## config.mk

```make
export PLATFORM = sky130hd
export DESIGN_NAME = spi_shift_engine
export DESIGN_NICKNAME = d
export VERILOG_FILES = /design/src/rtl/spi_pkg.sv /design/src/rtl/spi_clock_generator.sv /design/src/rtl/spi_shift_engine.sv
export SDC_FILE = /design/constraint.sdc
export NUM_CORES = 1
export LEC_CHECK = 0
export ABC_AREA = 0
export BUFFER_PORTS_ARGS = -buffer_cell sky130_fd_sc_hd__buf_4
export CELL_PAD_IN_SITES_DETAIL_PLACEMENT = 0
export CELL_PAD_IN_SITES_GLOBAL_PLACEMENT = 2
export CORE_MARGIN = 2
export CORE_UTILIZATION = 36
export DETAILED_ROUTE_END_ITERATION = 12
export PLACE_DENSITY_LB_ADDON = 0.05
export SKIP_CTS_REPAIR_TIMING = 1
export SYNTH_ARGS = -nofsm -noshare
export SYNTH_HDL_FRONTEND = slang
export SYNTH_SLANG_ARGS = --single-unit
```

## constraint.sdc

```tcl
create_clock -name clk_i -period 5.1 [get_ports clk_i]
set_input_delay 0.51 -clock clk_i [delete_from_list [all_inputs] [get_ports clk_i]]
set_output_delay 0.51 -clock clk_i [all_outputs]
set_load 0.05 [all_outputs]
```

## src/rtl/spi_pkg.sv

```systemverilog
// Shared types for the SPI master shift engine.
// Bit order, engine FSM states and the packed CPOL/CPHA mode.
package spi_pkg;

  typedef enum logic {
    MSB_FIRST = 1'b0,
    LSB_FIRST = 1'b1
  } bit_order_t;

  typedef enum logic [1:0] {
    IDLE  = 2'd0,
    SHIFT = 2'd1,
    HOLD  = 2'd2,
    DONE  = 2'd3
  } spi_engine_state_t;

  typedef struct packed {
    logic cpol;
    logic cpha;
  } spi_mode_t;

endpackage

```

## src/rtl/spi_clock_generator.sv

```systemverilog
// SCLK half-period tick generator with leading/trailing edge flag.
// Count and phase sit at zero while disabled, so each frame restarts.
module spi_clock_generator #(
  parameter int DIV_WIDTH = 16
) (
  input  logic                 clk_i,
  input  logic                 rst_i,
  input  logic                 en_i,
  input  logic [DIV_WIDTH-1:0] div_i,
  output logic                 tick_o,
  output logic                 lead_o
);

  logic [DIV_WIDTH-1:0] cnt_q, cnt_d;
  logic                 phase_q, phase_d;

  assign lead_o = ~phase_q;

  // tick every div_i+1 enabled cycles; phase flips on each tick
  always_comb begin
    tick_o  = en_i && (cnt_q == div_i);
    cnt_d   = '0;
    phase_d = 1'b0;
    if (en_i) begin
      cnt_d   = tick_o ? '0 : cnt_q + 1'b1;
      phase_d = phase_q ^ tick_o;
    end
  end

  // counter and phase registers
  always_ff @(posedge clk_i) begin
    if (rst_i) begin
      cnt_q   <= '0;
      phase_q <= 1'b0;
    end else begin
      cnt_q   <= cnt_d;
      phase_q <= phase_d;
    end
  end

endmodule

```

## src/rtl/spi_shift_engine.sv

```systemverilog
// Full-duplex SPI master shift engine, all CPOL/CPHA modes.
// Optional SPI_LOOPBACK_EN adds loopback_i: RX samples internal MOSI.
module spi_shift_engine
  import spi_pkg::*;
#(
  parameter int DATA_WIDTH = 32,
  parameter int DIV_WIDTH  = 16,
  localparam int LW = $clog2(DATA_WIDTH),
  localparam int EW = LW + 1
) (
  input  logic                  clk_i,
  input  logic                  rst_i,
  input  logic                  start_i,
  input  logic [DATA_WIDTH-1:0] data_i,
  input  logic [LW-1:0]         length_i,
  input  bit_order_t            bit_order_i,
  input  logic                  cpol_i,
  input  logic                  cpha_i,
  input  logic [DIV_WIDTH-1:0]  clk_div_i,
`ifdef SPI_LOOPBACK_EN
  input  logic                  loopback_i,
`endif
  output logic                  spi_sclk_o,
  output logic                  spi_mosi_o,
  input  logic                  spi_miso_i,
  output logic [DATA_WIDTH-1:0] data_o,
  output logic                  busy_o,
  output logic                  done_o
);

  spi_engine_state_t     state_q, state_d;
  bit_order_t            ord_q, ord_d, ord_e;
  spi_mode_t             mode_q, mode_d, mode_e;
  logic [DIV_WIDTH-1:0]  div_q, div_d, div_e;
  logic [LW-1:0]         len_q, len_d, len_e;
  logic [LW-1:0]         idx_q, idx_d, idx_e, idx_n, first;
  logic [EW-1:0]         edge_q, edge_d, edge_e;
  logic [DATA_WIDTH-1:0] tx_q, tx_d, tx_e;
  logic [DATA_WIDTH-1:0] rx_q, rx_d, rx_e;
  logic [DATA_WIDTH-1:0] data_q, data_d;
  logic                  sclk_q, sclk_d, sclk_e;
  logic                  mosi_q, mosi_d;
  logic                  fire, run, gen_en;
  logic                  tick, lead, sample, adv, last, rx_bit;

  // the accepting cycle already runs the first edge when div is 0,
  // so frame state is taken from the inputs while start fires
  always_comb begin
    fire   = (state_q == IDLE) && start_i;
    run    = fire || (state_q == SHIFT);
    gen_en = run || (state_q == HOLD);
    first  = (bit_order_i == MSB_FIRST) ? length_i : '0;
    ord_e  = fire ? bit_order_i : ord_q;
    mode_e = fire ? spi_mode_t'{cpol: cpol_i, cpha: cpha_i} : mode_q;
    div_e  = fire ? clk_div_i : div_q;
    len_e  = fire ? length_i : len_q;
    tx_e   = fire ? data_i : tx_q;
    idx_e  = fire ? first : idx_q;
    edge_e = fire ? '0 : edge_q;
    rx_e   = fire ? '0 : rx_q;
    sclk_e = fire ? cpol_i : sclk_q;
  end

`ifdef SPI_LOOPBACK_EN
  logic lb_q, lb_e;

  assign lb_e   = fire ? loopback_i : lb_q;
  assign rx_bit = lb_e ? tx_e[idx_e] : spi_miso_i;

  // loopback select, held for the whole frame
  always_ff @(posedge clk_i) begin
    if (rst_i) lb_q <= 1'b0;
    else       lb_q <= lb_e;
  end
`else
  assign rx_bit = spi_miso_i;
`endif

  spi_clock_generator #(
    .DIV_WIDTH (DIV_WIDTH)
  ) u_clk_gen (
    .clk_i  (clk_i),
    .rst_i  (rst_i),
    .en_i   (gen_en),
    .div_i  (div_e),
    .tick_o (tick),
    .lead_o (lead)
  );

  // FSM next state, SCLK edges, MOSI advance and MISO capture
  always_comb begin
    state_d = state_q;
    ord_d   = ord_e;
    mode_d  = mode_e;
    div_d   = div_e;
    len_d   = len_e;
    tx_d    = tx_e;
    idx_d   = idx_e;
    edge_d  = edge_e;
    rx_d    = rx_e;
    data_d  = data_q;
    sclk_d  = sclk_q;
    mosi_d  = mosi_q;
    idx_n   = (ord_e == MSB_FIRST) ? idx_e - 1'b1 : idx_e + 1'b1;
    last    = (edge_e == {len_e, 1'b1});
    sample  = run && tick && (lead ^ mode_e.cpha);
    adv     = run && tick && !(lead ^ mode_e.cpha)
              && (mode_e.cpha ? (edge_e != '0) : !last);
    unique case (state_q)
      IDLE: begin
        sclk_d = cpol_i;
        if (start_i) begin
          state_d = SHIFT;
          mosi_d  = data_i[first];
        end
      end
      SHIFT: ;
      HOLD: begin
        if (tick) begin
          state_d = DONE;
          data_d  = rx_q;
        end
      end
      DONE: state_d = IDLE;
      default: state_d = IDLE;
    endcase
    if (run && tick) begin
      sclk_d = last ? mode_e.cpol : ~sclk_e;
      edge_d = edge_e + 1'b1;
      if (last) state_d = HOLD;
    end
    if (sample) rx_d[idx_e] = rx_bit;
    if (adv) begin
      idx_d  = idx_n;
      mosi_d = tx_e[idx_n];
    end
  end

  // state registers; a reset that interrupts a frame aborts it
  // but leaves the last received word readable
  always_ff @(posedge clk_i) begin
    if (rst_i) begin
      state_q <= IDLE;
      ord_q   <= MSB_FIRST;
      mode_q  <= '0;
      div_q   <= '0;
      len_q   <= '0;
      tx_q    <= '0;
      idx_q   <= '0;
      edge_q  <= '0;
      rx_q    <= '0;
      sclk_q  <= 1'b0;
      mosi_q  <= 1'b0;
      if (state_q == IDLE) data_q <= '0;
    end else begin
      state_q <= state_d;
      ord_q   <= ord_d;
      mode_q  <= mode_d;
      div_q   <= div_d;
      len_q   <= len_d;
      tx_q    <= tx_d;
      idx_q   <= idx_d;
      edge_q  <= edge_d;
      rx_q    <= rx_d;
      sclk_q  <= sclk_d;
      mosi_q  <= mosi_d;
      data_q  <= data_d;
    end
  end

  assign spi_sclk_o = sclk_q;
  assign spi_mosi_o = mosi_q;
  assign data_o     = data_q;
  assign busy_o     = (state_q != IDLE);
  assign done_o     = (state_q == DONE);

endmodule

```

==> reports/qor.yml <==
status: "complete, no violations"
syn_inst: 894
core.rowCount: 53
routed_via_density: 5.26
yosys.area.top_type: "dfxtp_1"
final.setup.tns_ns: 0
clk_pin_slew_ns: 0.07
clock_path_buffers: 2
clock_skew_ns: 0.0100
yosysMostFrequentCell: "nand2_1"
crit_type: "flop to flop"
p_comb_share_pct: 14.7
yosysSeqAreaShare_pct: 43.0
max_freq_ghz: 0.238
ys_types: 73
clk_latency_ns: 0.42
ys_top_cells_by_count: "179 x nand2_1, 120 x dfxtp_1, 63 x a21oi_1"
final_max_slew_viol_count: 0
die_h_um: 151
dp_hpwl_um: 14500
cp.arrival_ns: 4.49
area_delta_synth_final_pct: 18.2
syn_nets: 961
synth-main-ff-cell: "dfxtp_1"
port_buffers: 95
cts_tree: "yes"
drive_gt1_share_pct: 17.4
nets: 1019
grt_overflow: 0
seq_power_share_pct: 42.6
fin_util_pct: 43.7
path_cells: "or3b_4 -> nand2_1 -> a21boi_1 -> inv_1 -> fa_1 -> xor2_1 -> or2_2 -> a211oi_1 -> a311o_1 -> o221a_2 -> o211ai_1 -> a21oi_1"
r2r-start: "state_q[0]"
fp.dieArea_um2: 22900
ant_nets: 0
synth_warnings: 0
hold_start: "data_i[21]"
power_density_nw_per_um2: 328
yosysTopAreaCellShare_pct: 30.7
syn_avg_cell_area_um2: 8.74
num_vias: 6523
die_x_um: 151
clockPowerShare_pct: 42.6
tightest_slew_ns: 1.28
htreeDepth: 4
drc: 0
cts_made_buffers: 17
cap_violations: 0
drtIter0Drc: 398
rsz0062_at_grt: "false"
routabilityCongestion: 0.787
grtUsageTotal_pct: 19.2
ir_drop_mv: 0.190
period_needed_ns: 4.21
antenna_found_initial: 0
cp.required_ns: 5.37
cp_max_fo: 40
cts_root_buf: "clkbuf_16"
hold_path.class: "input port to flop"
io_pins: 96
synth_edf_count: 32
maxSlewHeadroom_pct: 14.6
grt_pass1_wl_um: 34100
crit_slowest_cell: "or3b_4"
min_period_over_period_pct: 82.6
slowest_delay_ns: 0.66
n_antenna_cell: 0
fillerInstances: 2076
core-area_um2: 21200
internal_power_w: 0.00216
cts_sinks: 152
grt_pass1_vias: 6382
synth_area_um2: 7820
total_leakage_power_nw: 3.71
hold_viol: 0
start_kind: "flop"
detail_route.wl_per_cell_um: 17.1
drtPass1Iterations: 5
netSwitchingFraction_pct: 28.6
grt_max_degree: 65
synthTopCellsByArea: "dfxtp_1 31%, edfxtp_1 12%, nand2_1 8.6%"
crit_path_end_kind: "flop"
final-setup-viol-count: 0
power.switching_w: 0.000865
synth_seq_cells: 152
critPathLaunch: "state_q[0]"
start_util_pct: 37.0
wirelength_um: 21200
async_reset_ff_share_pct: 0
[metrics by stage]
step / power, W / area (µm²) / setup slack, ns / hold slack [ns] / cells
after floorplan: 0.00162 / 7820 / 0.833 / 0.432 / 894
after global placement: 0.00176 / 8650 / 0.848 / 0.440 / 1208
after detailed placement: 0.00177 / 8650 / 0.760 / 0.446 / 1208
after CTS: 0.00306 / 9240 / 0.861 / 0.331 / 1240
after global routing: 0.00316 / 9240 / 0.552 / 0.328 / 1240
final: 0.00303 / 9240 / 0.890 / 0.350 / 1240
[sequential cells by signal, indices dropped and copies added, names as in the netlist]
register and flops:
state_q 2, edge_q 6, div_q 16, u_clk_gen.phase_q 1, u_clk_gen.cnt_q 16, len_q 5, spi_mosi_o 1, rx_q 32
ord_q 1, data_o 32, mode_q 2, spi_sclk_o 1, idx_q 5, tx_q 32
[path summary, 6_finish.rpt]
| kind | end | slack [ns] | cells past startpoint |
|---|---|---|---|
| hold reg to reg | tx_q[7] | 0.45 | 2 |
| setup / recovery | spi_mosi_o | 0.89 | 12 |
| setup reg to reg | spi_mosi_o | 0.89 | 12 |
| hold / removal | tx_q[21] | 0.35 | 3 |
[cell families (layout without fill, tap and decap cells)]
family	count (synthesis)	count (layout)	synth area share, %
flip-flops	152	152	43.0
AO/OA/AOI/OAI	161	161	14.1
buffers and inverters	92	163	5.27
XOR/XNOR	33	33	3.70
AND/OR/NAND/NOR	387	387	23.7
multiplexers	62	62	8.99
adder cells (fa/ha/maj)	7	7	1.22
[layout by cell type, fill, tap and decap left out, types with 7 or more instances in the layout]
cell type	n
clkbuf_16	17
xnor2_1	19
edfxtp_1	32
dfxtp_1	120
xor2_1	14
nand2_1	179
a211oi_1	22
nand2b_1	9
and3_1	8
a21oi_1	62
buf_4	104
o21ai_0	11
mux2i_1	52
nand3_1	54
nor2b_1	45
inv_1	25
nor2_1	42
o22ai_1	7
nor3_1	13
nand4_1	8
[power groups by stage]
stage	sequential, W	combinational [W]	clock (W)
2_1_floorplan	0.00135	0.000263	0
3_3_place_gp	0.00132	0.000445	0
3_5_place_dp	0.00132	0.000449	0
4_1_cts	0.00129	0.000450	0.00132
5_1_grt	0.00129	0.000489	0.00138
6_report	0.00129	0.000446	0.00129
[worst max-delay path, delay by kind of cell, from the launching register on]
family	cells	cell delay [ns]
and+or+nand+nor	3	1.07
AOI/OAI and AO/OA	6	1.30
adders and majority gates	1	0.45
xor gates and xnor gates	1	0.59
buffers and inverters	1	0.23
DFF	1	0.42
[per-layer routing]
| metal | up-vias | track usage (%) | part of all wire, % |
|---|---|---|---|
| met3 | 19 | 3.67 | 3.8 |
| met5 | - | 0 | 0 |
| met4 | 0 | 5.00 | 1.3 |
| li1 | 3243 | - | - |
| met1 | 3117 | 26.2 | 48 |
| met2 | 144 | 31.3 | 47 |
[cell type report]
cell class / instances / area (µm²) / area share [%]
clock buffer: 18 / 429 / 4.65
inverter: 27 / 101 / 1.10
multi-input combinational: 650 / 4060 / 43.9
sequential: 152 / 3360 / 36.4
timing repair buffer: 104 / 781 / 8.45
tap: 275 / 344 / 3.72
clock inverter: 14 / 163 / 1.76
Power figures use the tool's default switching activity.
